**src/rtl/membus_arb_pkg.sv**
```systemverilog
// Shared types and helpers for the Membus N:1 arbiter.
//   onehot_from_idx : index -> one-hot vector (MaxMasters wide)
//   rr_pick         : first set request scanning from a start index, wrapping at n
// Callers size-cast the MaxMasters-wide vectors down to their own master count.
// NUM_MASTERS is limited to MaxMasters.
package membus_arb_pkg;

   localparam int unsigned MaxMasters = 32;
   localparam int unsigned MaxIdW     = 5;

   typedef logic [MaxMasters-1:0] req_vec_t;
   typedef logic [MaxIdW-1:0]     max_idx_t;

   function automatic req_vec_t onehot_from_idx(input max_idx_t idx);
      req_vec_t oh;
      oh      = '0;
      oh[idx] = 1'b1;
      return oh;
   endfunction

   // start must be < n; the scan visits start, start+1, ... n-1, 0, ... start-1.
   function automatic void rr_pick(input  req_vec_t           req,
                                   input  logic [MaxIdW:0]    n,
                                   input  max_idx_t           start,
                                   output max_idx_t           idx,
                                   output logic               found);
      logic [MaxIdW:0] j;
      idx   = '0;
      found = 1'b0;
      for (int k = 0; k < MaxMasters; k++) begin
         j = {1'b0, start} + (MaxIdW+1)'(k);
         if (j >= n) j = j - n;
         if (((MaxIdW+1)'(k) < n) && !found && req[j[MaxIdW-1:0]]) begin
            idx   = j[MaxIdW-1:0];
            found = 1'b1;
         end
      end
   endfunction

endpackage

```
**src/rtl/id_fifo.sv**
```systemverilog
// Grant-ID FIFO holding the master index of every accepted, unanswered request.
//   clk_i, rst_ni   : clock, synchronous active-low reset
//   push_i, data_i  : enqueue an ID (allowed when full only together with pop_i)
//   pop_i, data_o   : dequeue; data_o is the current head
//   full_o, empty_o : occupancy flags
//   count_o         : number of stored entries
module id_fifo #(
   parameter int unsigned WIDTH = 1,
   parameter int unsigned DEPTH = 4
) (
   input  logic                       clk_i,
   input  logic                       rst_ni,
   input  logic                       push_i,
   input  logic [WIDTH-1:0]           data_i,
   input  logic                       pop_i,
   output logic [WIDTH-1:0]           data_o,
   output logic                       full_o,
   output logic                       empty_o,
   output logic [$clog2(DEPTH+1)-1:0] count_o
);

   localparam int unsigned CntW = $clog2(DEPTH+1);
   localparam int unsigned PtrW = (DEPTH > 1) ? $clog2(DEPTH) : 1;

   logic [WIDTH-1:0] mem_q [DEPTH];
   logic [WIDTH-1:0] mem_d [DEPTH];
   logic [PtrW-1:0]  wr_ptr_q, wr_ptr_d, rd_ptr_q, rd_ptr_d;
   logic [CntW-1:0]  count_q, count_d;

   assign data_o  = mem_q[rd_ptr_q];
   assign count_o = count_q;
   assign full_o  = (count_q == CntW'(DEPTH));
   assign empty_o = (count_q == '0);

   always_comb begin
      mem_d    = mem_q;
      wr_ptr_d = wr_ptr_q;
      rd_ptr_d = rd_ptr_q;
      count_d  = count_q;
      if (push_i) begin
         mem_d[wr_ptr_q] = data_i;
         wr_ptr_d = (wr_ptr_q == PtrW'(DEPTH-1)) ? '0 : wr_ptr_q + 1'b1;
      end
      if (pop_i) begin
         rd_ptr_d = (rd_ptr_q == PtrW'(DEPTH-1)) ? '0 : rd_ptr_q + 1'b1;
      end
      unique case ({push_i, pop_i})
         2'b10:   count_d = count_q + 1'b1;
         2'b01:   count_d = count_q - 1'b1;
         default: count_d = count_q;
      endcase
   end

   always_ff @(posedge clk_i) begin
      mem_q <= mem_d;
      if (!rst_ni) begin
         wr_ptr_q <= '0;
         rd_ptr_q <= '0;
         count_q  <= '0;
      end else begin
         wr_ptr_q <= wr_ptr_d;
         rd_ptr_q <= rd_ptr_d;
         count_q  <= count_d;
      end
   end

endmodule

```
**src/rtl/membus_rr_arbiter.sv**
```systemverilog
// N-master to 1-slave Membus arbiter with in-order response routing.
//   clk, rst (sync, active-low)
//   m_valid/m_ready/m_addr/m_wen/m_wdata/m_wmask : per-master request channel
//   m_rvalid/m_rdata : per-master response (rdata broadcast, qualified by rvalid)
//   s_valid/s_ready/s_addr/s_wen/s_wdata/s_wmask : request to slave
//   s_rvalid/s_rdata : slave response
//   busy : requests outstanding;  err_orphan : sticky response-without-request flag
// Macro MEMBUS_ARB_FIXED_PRIO_EN: fixed priority (index 0 highest) instead of round-robin.
module membus_rr_arbiter
   import membus_arb_pkg::*;
#(
   parameter int unsigned NUM_MASTERS     = 2,
   parameter int unsigned DATA_WIDTH      = 64,
   parameter int unsigned ADDR_WIDTH      = 64,
   parameter int unsigned MAX_OUTSTANDING = 4,
   parameter int unsigned ID_W            = $clog2(NUM_MASTERS)
) (
   input  logic                                    clk,
   input  logic                                    rst,
   input  logic [NUM_MASTERS-1:0]                  m_valid,
   output logic [NUM_MASTERS-1:0]                  m_ready,
   input  logic [NUM_MASTERS-1:0][ADDR_WIDTH-1:0]  m_addr,
   input  logic [NUM_MASTERS-1:0]                  m_wen,
   input  logic [NUM_MASTERS-1:0][DATA_WIDTH-1:0]  m_wdata,
   input  logic [NUM_MASTERS-1:0][DATA_WIDTH/8-1:0] m_wmask,
   output logic [NUM_MASTERS-1:0]                  m_rvalid,
   output logic [NUM_MASTERS-1:0][DATA_WIDTH-1:0]  m_rdata,
   output logic                                    s_valid,
   output logic [ADDR_WIDTH-1:0]                   s_addr,
   output logic                                    s_wen,
   output logic [DATA_WIDTH-1:0]                   s_wdata,
   output logic [DATA_WIDTH/8-1:0]                 s_wmask,
   input  logic                                    s_ready,
   input  logic                                    s_rvalid,
   input  logic [DATA_WIDTH-1:0]                   s_rdata,
   output logic                                    busy,
   output logic                                    err_orphan
);

   localparam int unsigned CntW = $clog2(MAX_OUTSTANDING+1);
   typedef logic [ID_W-1:0] arb_id_t;

   logic      lock_valid_q, lock_valid_d;
   arb_id_t   lock_id_q, lock_id_d;
   logic      err_orphan_q, err_orphan_d;
   arb_id_t   grant, head;
   logic      req_active, can_issue, push, pop;
   logic      fifo_full, fifo_empty;
   logic [CntW-1:0] fifo_count;
   max_idx_t  scan_start, pick_idx;
   logic      pick_found;

`ifdef MEMBUS_ARB_FIXED_PRIO_EN
   assign scan_start = '0;
`else
   arb_id_t rr_ptr_q, rr_ptr_d;
   assign scan_start = max_idx_t'(rr_ptr_q);
`endif

   always_comb begin
      pick_idx   = '0;
      pick_found = 1'b0;
      rr_pick(req_vec_t'(m_valid), (MaxIdW+1)'(NUM_MASTERS), scan_start, pick_idx, pick_found);
   end

   // A stalled request keeps the bus until accepted, regardless of other requesters.
   assign grant      = lock_valid_q ? lock_id_q : arb_id_t'(pick_idx);
   assign req_active = lock_valid_q ? m_valid[lock_id_q] : pick_found;

   // A response in the same cycle frees a slot, so a full FIFO can still accept.
   assign pop       = rst && s_rvalid && !fifo_empty;
   assign can_issue = !fifo_full || pop;
   assign s_valid   = rst && req_active && can_issue;
   assign push      = s_valid && s_ready;

   assign s_addr  = m_addr[grant];
   assign s_wen   = m_wen[grant];
   assign s_wdata = m_wdata[grant];
   assign s_wmask = m_wmask[grant];

   assign m_ready  = (rst && s_ready && can_issue) ?
                     NUM_MASTERS'(onehot_from_idx(max_idx_t'(grant))) : '0;
   assign m_rvalid = pop ? NUM_MASTERS'(onehot_from_idx(max_idx_t'(head))) : '0;
   assign m_rdata  = {NUM_MASTERS{s_rdata}};

   assign busy       = (fifo_count != '0);
   assign err_orphan = err_orphan_q;

   always_comb begin
      lock_valid_d = 1'b0;
      lock_id_d    = lock_id_q;
      err_orphan_d = err_orphan_q | (s_rvalid & fifo_empty);
`ifndef MEMBUS_ARB_FIXED_PRIO_EN
      rr_ptr_d = rr_ptr_q;
      if (push) begin
         rr_ptr_d = (grant == arb_id_t'(NUM_MASTERS-1)) ? '0 : grant + 1'b1;
      end
`endif
      if (s_valid && !s_ready) begin
         lock_valid_d = 1'b1;
         lock_id_d    = grant;
      end
   end

   always_ff @(posedge clk) begin
      if (!rst) begin
         lock_valid_q <= 1'b0;
         lock_id_q    <= '0;
         err_orphan_q <= 1'b0;
`ifndef MEMBUS_ARB_FIXED_PRIO_EN
         rr_ptr_q     <= '0;
`endif
      end else begin
         lock_valid_q <= lock_valid_d;
         lock_id_q    <= lock_id_d;
         err_orphan_q <= err_orphan_d;
`ifndef MEMBUS_ARB_FIXED_PRIO_EN
         rr_ptr_q     <= rr_ptr_d;
`endif
      end
   end

   id_fifo #(
      .WIDTH (ID_W),
      .DEPTH (MAX_OUTSTANDING)
   ) u_id_fifo (
      .clk_i   (clk),
      .rst_ni  (rst),
      .push_i  (push),
      .data_i  (grant),
      .pop_i   (pop),
      .data_o  (head),
      .full_o  (fifo_full),
      .empty_o (fifo_empty),
      .count_o (fifo_count)
   );

endmodule

```
**config.mk**
```make
export PLATFORM = sky130hd
export DESIGN_NAME = membus_rr_arbiter
export DESIGN_NICKNAME = d
export VERILOG_FILES = /design/src/rtl/membus_arb_pkg.sv /design/src/rtl/id_fifo.sv /design/src/rtl/membus_rr_arbiter.sv
export SDC_FILE = /design/constraint.sdc
export NUM_CORES = 1
export LEC_CHECK = 0
export BUFFER_PORTS_ARGS = -buffer_cell sky130_fd_sc_hd__buf_2
export CORE_AREA = 2 2 242 244
export DETAILED_ROUTE_END_ITERATION = 16
export DIE_AREA = 0 0 244 246
export GPL_TIMING_DRIVEN = 0
export PLACE_DENSITY = 0.3
export SKIP_LAST_GASP = 1
export SLEW_MARGIN = 5
export SYNTH_ARGS = -nofsm -noshare
export SYNTH_HDL_FRONTEND = slang
export SYNTH_SLANG_ARGS = --single-unit
```
**constraint.sdc**
```tcl
create_clock -name clk -period 7.1 [get_ports clk]
set_input_delay 0.71 -clock clk [delete_from_list [all_inputs] [get_ports clk]]
set_output_delay 0.71 -clock clk [all_outputs]
set_load 0.03 [all_outputs]
```
==> results of run 1 <==
[layout by cell type (no fill, tap or decap), types with 2 or more instances in the layout]
| cell | synthesis | layout |
|---|---|---|
| buf_2 | 0 | 551 |
| buf_4 | 134 | 134 |
| mux2_1 | 75 | 75 |
| mux2_2 | 62 | 62 |
| inv_1 | 11 | 11 |
| dfxtp_1 | 11 | 11 |
| buf_6 | 8 | 8 |
| nor2_1 | 8 | 8 |
| nand2_1 | 6 | 6 |
| ha_1 | 6 | 6 |
| and2_1 | 4 | 4 |
| edfxtp_1 | 4 | 4 |
| nand3_1 | 3 | 3 |
| a21oi_1 | 3 | 3 |
| mux2i_1 | 3 | 3 |
| clkbuf_16 | 0 | 3 |
| clkbuf_1 | 1 | 2 |
| nor3_1 | 2 | 2 |
| nor2b_1 | 2 | 2 |
| xor2_1 | 2 | 2 |
| o21ai_0 | 2 | 2 |
[cell type report]
| type | count | share of cell area [%] |
|---|---|---|
| Inverter | 11 | 0.5697 |
| Tap cell | 765 | 13.21 |
| Buffer | 144 | 15.45 |
| Multi-Input combinational cell | 192 | 26.91 |
| Sequential cell | 15 | 4.695 |
| Clock buffer | 4 | 1.088 |
| Antenna cell | 1 | 0.03452 |
| Timing Repair Buffer | 551 | 38.05 |
[logic make-up (layout without fill, tap and decap cells)]
group / Yosys count / count (layout) / share of synthesized area (%)
DFF: 15 / 15 / 9.859
muxes: 141 / 141 / 46.21
adders and majority gates: 7 / 7 / 2.755
xor gates and xnor gates: 2 / 2 / 0.5075
other: 0 / 1 / 0
AOI/OAI and AO/OA: 11 / 11 / 2.356
buffers and inverters: 155 / 710 / 33.64
and+or+nand+nor: 31 / 31 / 4.676
[routing by layer]
| metal | wire [µm] | vias up | part of all wire [%] |
|---|---|---|---|
| met5 | 0 | - | 0 |
| met4 | 130 | 0 | 0.65 |
| met3 | 1881 | 8 | 9.4 |
| met2 | 11620 | 322 | 58 |
| met1 | 6343 | 2061 | 32 |
| li1 | - | 2220 | - |
[per-stage QoR]
stage / area [µm²] / hold slack (ps)
global route: 7246 / 505.2
floorplan: 3452 / 435.1
detailed placement: 7167 / 456.2
global placement: 7167 / 458.7
finish: 7248 / 470.1
CTS: 7246 / 479.6
[state kept, by name, indices dropped and copies added (netlist names)]
signal              cells
lock_id_q               1
err_orphan              1
lock_valid_q            1
u_id_fifo.rd_ptr_q      2
u_id_fifo.mem_q         4
u_id_fifo.count_o       3
rr_ptr_q                1
u_id_fifo.wr_ptr_q      2
[worst paths after layout]
check,depth (start not counted),to,slack (ps),from
worst max register to register,10,u_id_fifo.count_o[2],4560,u_id_fifo.count_o[1]
worst max-delay path,7,s_addr[1],4010,m_valid[0]
worst min register to register,2,rr_ptr_q,470,rr_ptr_q
worst min-delay path,2,rr_ptr_q,470,rr_ptr_q
[power by group through the flow]
stage               logic [µW]  clock network, µW  registers [µW]
global route               688                117             100
detailed placement         660                  0             101
CTS                        662                116            99.3
floorplan                  434                  0             101
global placement           663                  0             101
finish                     650                111            99.3
[worst min-delay path, stage by stage, from the launching register on]
cell and delay [ps]:
dfxtp_1 310, nand2_1 50, mux2i_1 50
==> flow_summary.yaml, run 1 <==
global_route:
  grt_first_pass_wirelength_um: 25570
  grt_busiest_layer: "met2"
  use_met1_pct: 5.210
  global_route.usage.met2_pct: 12.37
  grt_remaining_overflow: 0
  first_global_vias: 4325
  grt_max_degree: 14
  grt_antenna_before_repair: 3
  met3_usage_pct: 1.481
  grt_util_all_layers_pct: 5.648
pwr:
  clock_power_share_pct: 13.0
  power.share.switching_pct: 50.21
  combinationalPowerShare_pct: 75.5
  fraction_of_power_consumed_by_sequential_logic_pct: 11.5
  power.leakage_uw: 0.003765
  report.power.total_uw: 860.8
  power.density_cell_area_nw_per_um2: 118.8
  vdd.ir_drop.worst_mv: 0.06389
  power.switching_uw: 432.2
  power_report.internal_total_uw: 428.6
clock_tree:
  cts_root_buffer: "clkbuf_16"
  hold_buffers: 0
  post_cts_buffers: 0
  clock_sink_count: 15
  clk_pin_slew_ps: 50
  number_of_clock_buffers_inserted_by_tritoncts: 3
  cts_tree: "yes"
  htreeDepth: 1
  max-clock-path-buffers: 2
  insertion_delay_ps: 250
  cts_resized: 0
setup_path:
  highest_fanout_seen_on_the_critical_path: 10
  critical_path_arrival_ps: 2380
  critical_path.slowest_cell: "mux2_1"
  worst-setup-path-type: "input port to output pin"
  cp_num_buf_inv: 4
  cpMostUsedCell: "buf_2"
  cp_slowest_stage_delay_ps: 420
  required_ps: 6390
  crit_path_cell_trace: "buf_2, nor2b_1, o21ai_4, buf_12, buf_6, mux2_1, buf_2"
  setup.worst_path.end_class: "output pin"
  cp_top_family: "buffers and inverters"
  critical_path.startpoint_type: "input port"
cells_and_area:
  drive_above_1_share_pct: 83.21
  area_occupied_by_multi_input_gates_um2: 1951
  finish.utilization_pct: 12.64
  filler_cell_count: 6626
  layout.area.seq_um2: 340.3
  final_net_count: 1269
  stdcell_count: 1683
  layout-area-overhead-vs-synth_pct: 110.0
floorplanning:
  placeableCoreArea_um2: 57370
  i_o_pin_count: 616
  dieHeight_um: 246
  die_width_um: 244
  core.rowCount: 88
  die_area_um2: 60020
  initial_utilization_pct: 6.018
synth:
  syn-num-nets: 713
  synth.top_cells.by_area: "buf_4, mux2_1, mux2_2"
  synth_enable_flop_cells: 4
  postSynth.asyncResetShare_pct: 0
  post_synth_num_cell_types: 34
  synth_cells: 362
  synth-warning-count: 0
  synth.largest_area_cell: "buf_4"
  synth.top_cell.area_share_pct: 29.14
  synth_seq_area_share_pct: 9.859
  post-synth-top-count-cell: "buf_4"
  synth_area_per_cell_um2: 9.536
  netlist_top_cells_count: "buf_4, mux2_1, mux2_2"
  yosys_most_used_dff: "dfxtp_1"
  mappedNetlistArea_um2: 3452
  synth-seq-cells: 15
placement:
  dp_hpwl_um: 18480
  finalWeightedCongestion: 0.7432
  place.port_buffers: 551
  place_worst_setup_slack_ps: 3911
  post-place-cells: 1678
sta:
  post-route-period-util_pct: 43.49
  max-slew-margin-rel_pct: 68.25
  final.setup.tns_ps: 0
  postLayoutSetupSlackWorst_ps: 4012
  final-setup-viol-count: 0
  slew_limit_fails: 0
  timing.fmax_mhz: 323.9
  fin_skew_ps: 4.025
  unrepaired_setup_endpoints_after_global_routing: "false"
  timing_worst_slew_pin_value_ps: 476.3
  hold_violations: 0
  fin_crit_ps: 3088
routing:
  drc: 0
  postRouteAntennaNets: 0
  detailedRoute.firstPassIterationCount: 4
  detail_route.wirelength_um: 19970
  drt_iter0_markers: 69
  avgRoutedWirePerCell_um: 11.87
  via_per_inst: 2.740
  vias: 4611
hold_path:
  hold_class: "flop to flop"
outcome:
  outcome: "complete, no violations"
run:
  timing.max_cap.violations: 0
Note: power is estimated with default switching activity, not from simulation.
==> run 2: changes to the inputs <==
ABC_AREA = 1   (was not set)
CORE_AREA = 2 2 243 245   (was 2 2 242 244)
DIE_AREA = 0 0 245 247   (was 0 0 244 246)
clock period = 2.7 ns   (was 7.1 ns; I/O delays follow)
==> run 2 against run 1 <==
  * Die area rose by 0.82%
  * Highest routed layer is now met5
  * Via count rose by 27%
  * Worst hold slack got worse by 190 ps
  * Power increased to 2.9 times the previous value
  * Worst setup slack got worse by 3600 ps
  * Cell area is 2.1% higher
==> flow_summary.yaml, run 2 <==
synth:
  post_synthesis_compound_gate_area_fraction_pct: 2.084
  synth.top_cell.area_share_pct: 45.33
  yosys.area_share.xor_xnor_pct: 0
  synthSimpleGateAreaFrac_pct: 49.25
  synth_area_per_cell_um2: 5.274
  post_synth_mux_area_share_pct: 0
  dominant_combinational_cell_family_by_area_after_synthesis: "simple AND/OR/NAND/NOR gates"
  synth-warning-count: 0
  postSynth.asyncResetShare_pct: 0
  synth.largest_area_cell: "nand2_1"
  post-synth-top-count-cell: "nand2_1"
  synth_cells: 683
  yosys_most_used_dff: "dfxtp_1"
  synth_seq_area_share_pct: 9.448
  synth-seq-cells: 15
  post_synth_num_cell_types: 20
  netlist_top_cells_count: "nand2_1, buf_4, inv_1"
  syn-num-nets: 1034
  synthAdderAreaFrac_pct: 2.640
  synth_enable_flop_cells: 4
  mappedNetlistArea_um2: 3602
  synth.top_cells.by_area: "nand2_1, buf_4, dfxtp_1"
placement:
  dp_hpwl_um: 20390
  post-place-cells: 2006
  finalWeightedCongestion: 0.7749
  place.port_buffers: 550
  postPlaceCellArea_um2: 7322
cells_and_area:
  registers.top_by_ff_count: "u_id_fifo.mem_q"
  final_net_count: 1589
  stdcell_count: 2010
  final_common_cell: "buf_2"
  number_of_flip_flops_under_the_largest_register_name: 4
  layout-area-overhead-vs-synth_pct: 105.5
  drive_above_1_share_pct: 57.88
  design_area_um2: 7401
  num_antenna_cells: 0
  layout_common_cells: "buf_2, nand2_1, buf_4"
clock_tree:
  cts_tree: "yes"
  cts_root_buffer: "clkbuf_16"
  clk_pin_slew_ps: 50
  insertion_delay_ps: 250
  max-clock-path-buffers: 2
  hold_buffers: 0
  htreeDepth: 1
  cts_resized: 0
  post_cts_buffers: 0
  clock_sink_count: 15
  number_of_clock_buffers_inserted_by_tritoncts: 3
sta:
  fin_skew_ps: 1.269
  timing_worst_slew_pin_value_ps: 500.9
  max-slew-margin-rel_pct: 66.61
  post-route-period-util_pct: 83.64
  hold_violations: 0
  fin_crit_ps: 2258
  slew_limit_fails: 0
  final-setup-viol-count: 0
  final.setup.tns_ps: 0
  timing.fmax_mhz: 442.8
  fin_hold_ws_ps: 282.5
  unrepaired_setup_endpoints_after_global_routing: "false"
routing:
  postRouteAntennaNets: 0
  avgRoutedWirePerCell_um: 11.21
  detail_route.wirelength_um: 22540
  vias: 5841
  drc: 0
  detailedRoute.firstPassIterationCount: 4
  drt_iter0_markers: 138
  via_per_inst: 2.906
run:
  timing.max_cap.violations: 0
setup_path:
  setup.worst_path.end_class: "output pin"
  critical_path_arrival_ps: 1990
  critical_path.startpoint_type: "flop"
  required_ps: 2430
  highest_fanout_seen_on_the_critical_path: 10
  worst-setup-path-type: "flop to output pin"
floorplanning:
  dieHeight_um: 247
  initial_utilization_pct: 6.185
  placeableCoreArea_um2: 58240
  i_o_pin_count: 616
  die_area_um2: 60520
  core.rowCount: 89
  die_width_um: 245
outcome:
  outcome: "complete, no violations"
pwr:
  power_report.internal_total_uw: 1100
  power.switching_uw: 1361
  power.share.switching_pct: 55.29
  vdd.ir_drop.worst_mv: 0.1575
  fraction_of_power_consumed_by_sequential_logic_pct: 10.3
  power.density_cell_area_nw_per_um2: 332.5
  combinationalPowerShare_pct: 77.7
  power.leakage_uw: 0.004587
  clock_power_share_pct: 11.9
global_route:
  grt_antenna_before_repair: 1
  grt_max_degree: 14
  grt_remaining_overflow: 0
  grt_util_all_layers_pct: 6.463
  grt_first_pass_wirelength_um: 29870
  first_global_vias: 5433
hold_path:
  hold_class: "input port to flop"
run 2: changes by cell type after synthesis, moves of 4 or more:
cell,before,now
mux2_1,75,0
mux2_2,62,0
buf_6,8,15
nand2_1,6,435
o21ai_0,2,7
inv_1,11,21
buf_4,134,138
nor2_1,8,17
a21oi_1,3,8
run 2: cell families (layout without fill, tap and decap cells):
group,after synthesis,after routing
AO/OA/AOI/OAI,15,15
adder cells (fa/ha/maj),7,7
buffers and inverters,182,736
AND/OR/NAND/NOR,464,464
flip-flops,15,15
run 2: path summary, 6_finish.rpt:
| kind | startpoint | end | slack (ps) | cells after the start |
|---|---|---|---|---|
| setup reg to reg | u_id_fifo.count_o[1] | u_id_fifo.count_o[2] | 630 | 9 |
| hold / removal | rst | err_orphan | 280 | 3 |
| setup / recovery | rr_ptr_q | s_wdata[31] | 440 | 10 |
| hold reg to reg | err_orphan | err_orphan | 450 | 2 |
run 2: power by group through the flow:
stage | registers, µW | clock network [µW] | logic, µW
after floorplan | 262 | 0 | 1240
after global placement | 259 | 0 | 1960
after detailed placement | 259 | 0 | 1940
after CTS | 255 | 303 | 1950
after global routing | 256 | 314 | 2060
final | 254 | 293 | 1910
run 2: final cells by class:
class	instances	area, µm²
Multi-Input combinational cell	486	1944
Inverter	23	86.33
Tap cell	773	967.2
Buffer	159	1231
Sequential cell	15	340.3
Clock buffer	4	78.83
Timing Repair Buffer	550	2753
Fill cell	6860	50840
run 2: per-stage QoR:
stage | power, µW | utilization (%) | worst slack [ps]
3_5_place_dp | 2200 | 12.57 | 561.9
6_report | 2461 | 12.71 | 441.6
5_1_grt | 2633 | 12.71 | 259.0
3_3_place_gp | 2214 | 12.57 | 571.4
4_1_cts | 2503 | 12.71 | 327.7
2_1_floorplan | 1501 | - | 841.3
run 2: per-layer routing:
layer / wire length [µm] / global-route usage [%]
met2: 12740 / 13.83
met3: 1548 / 0.8574
met4: 448 / 1.435
met1: 7793 / 6.408
met5: 13 / 0
run 2: critical path, stage by stage (launching register included):
cell,delay (ps)
dfxtp_1,300
inv_2,60
nand2_1,50
nand3_1,70
nand2_2,190
inv_2,170
buf_6,230
buf_6,200
nand2_1,60
nand2_1,140
buf_2,230
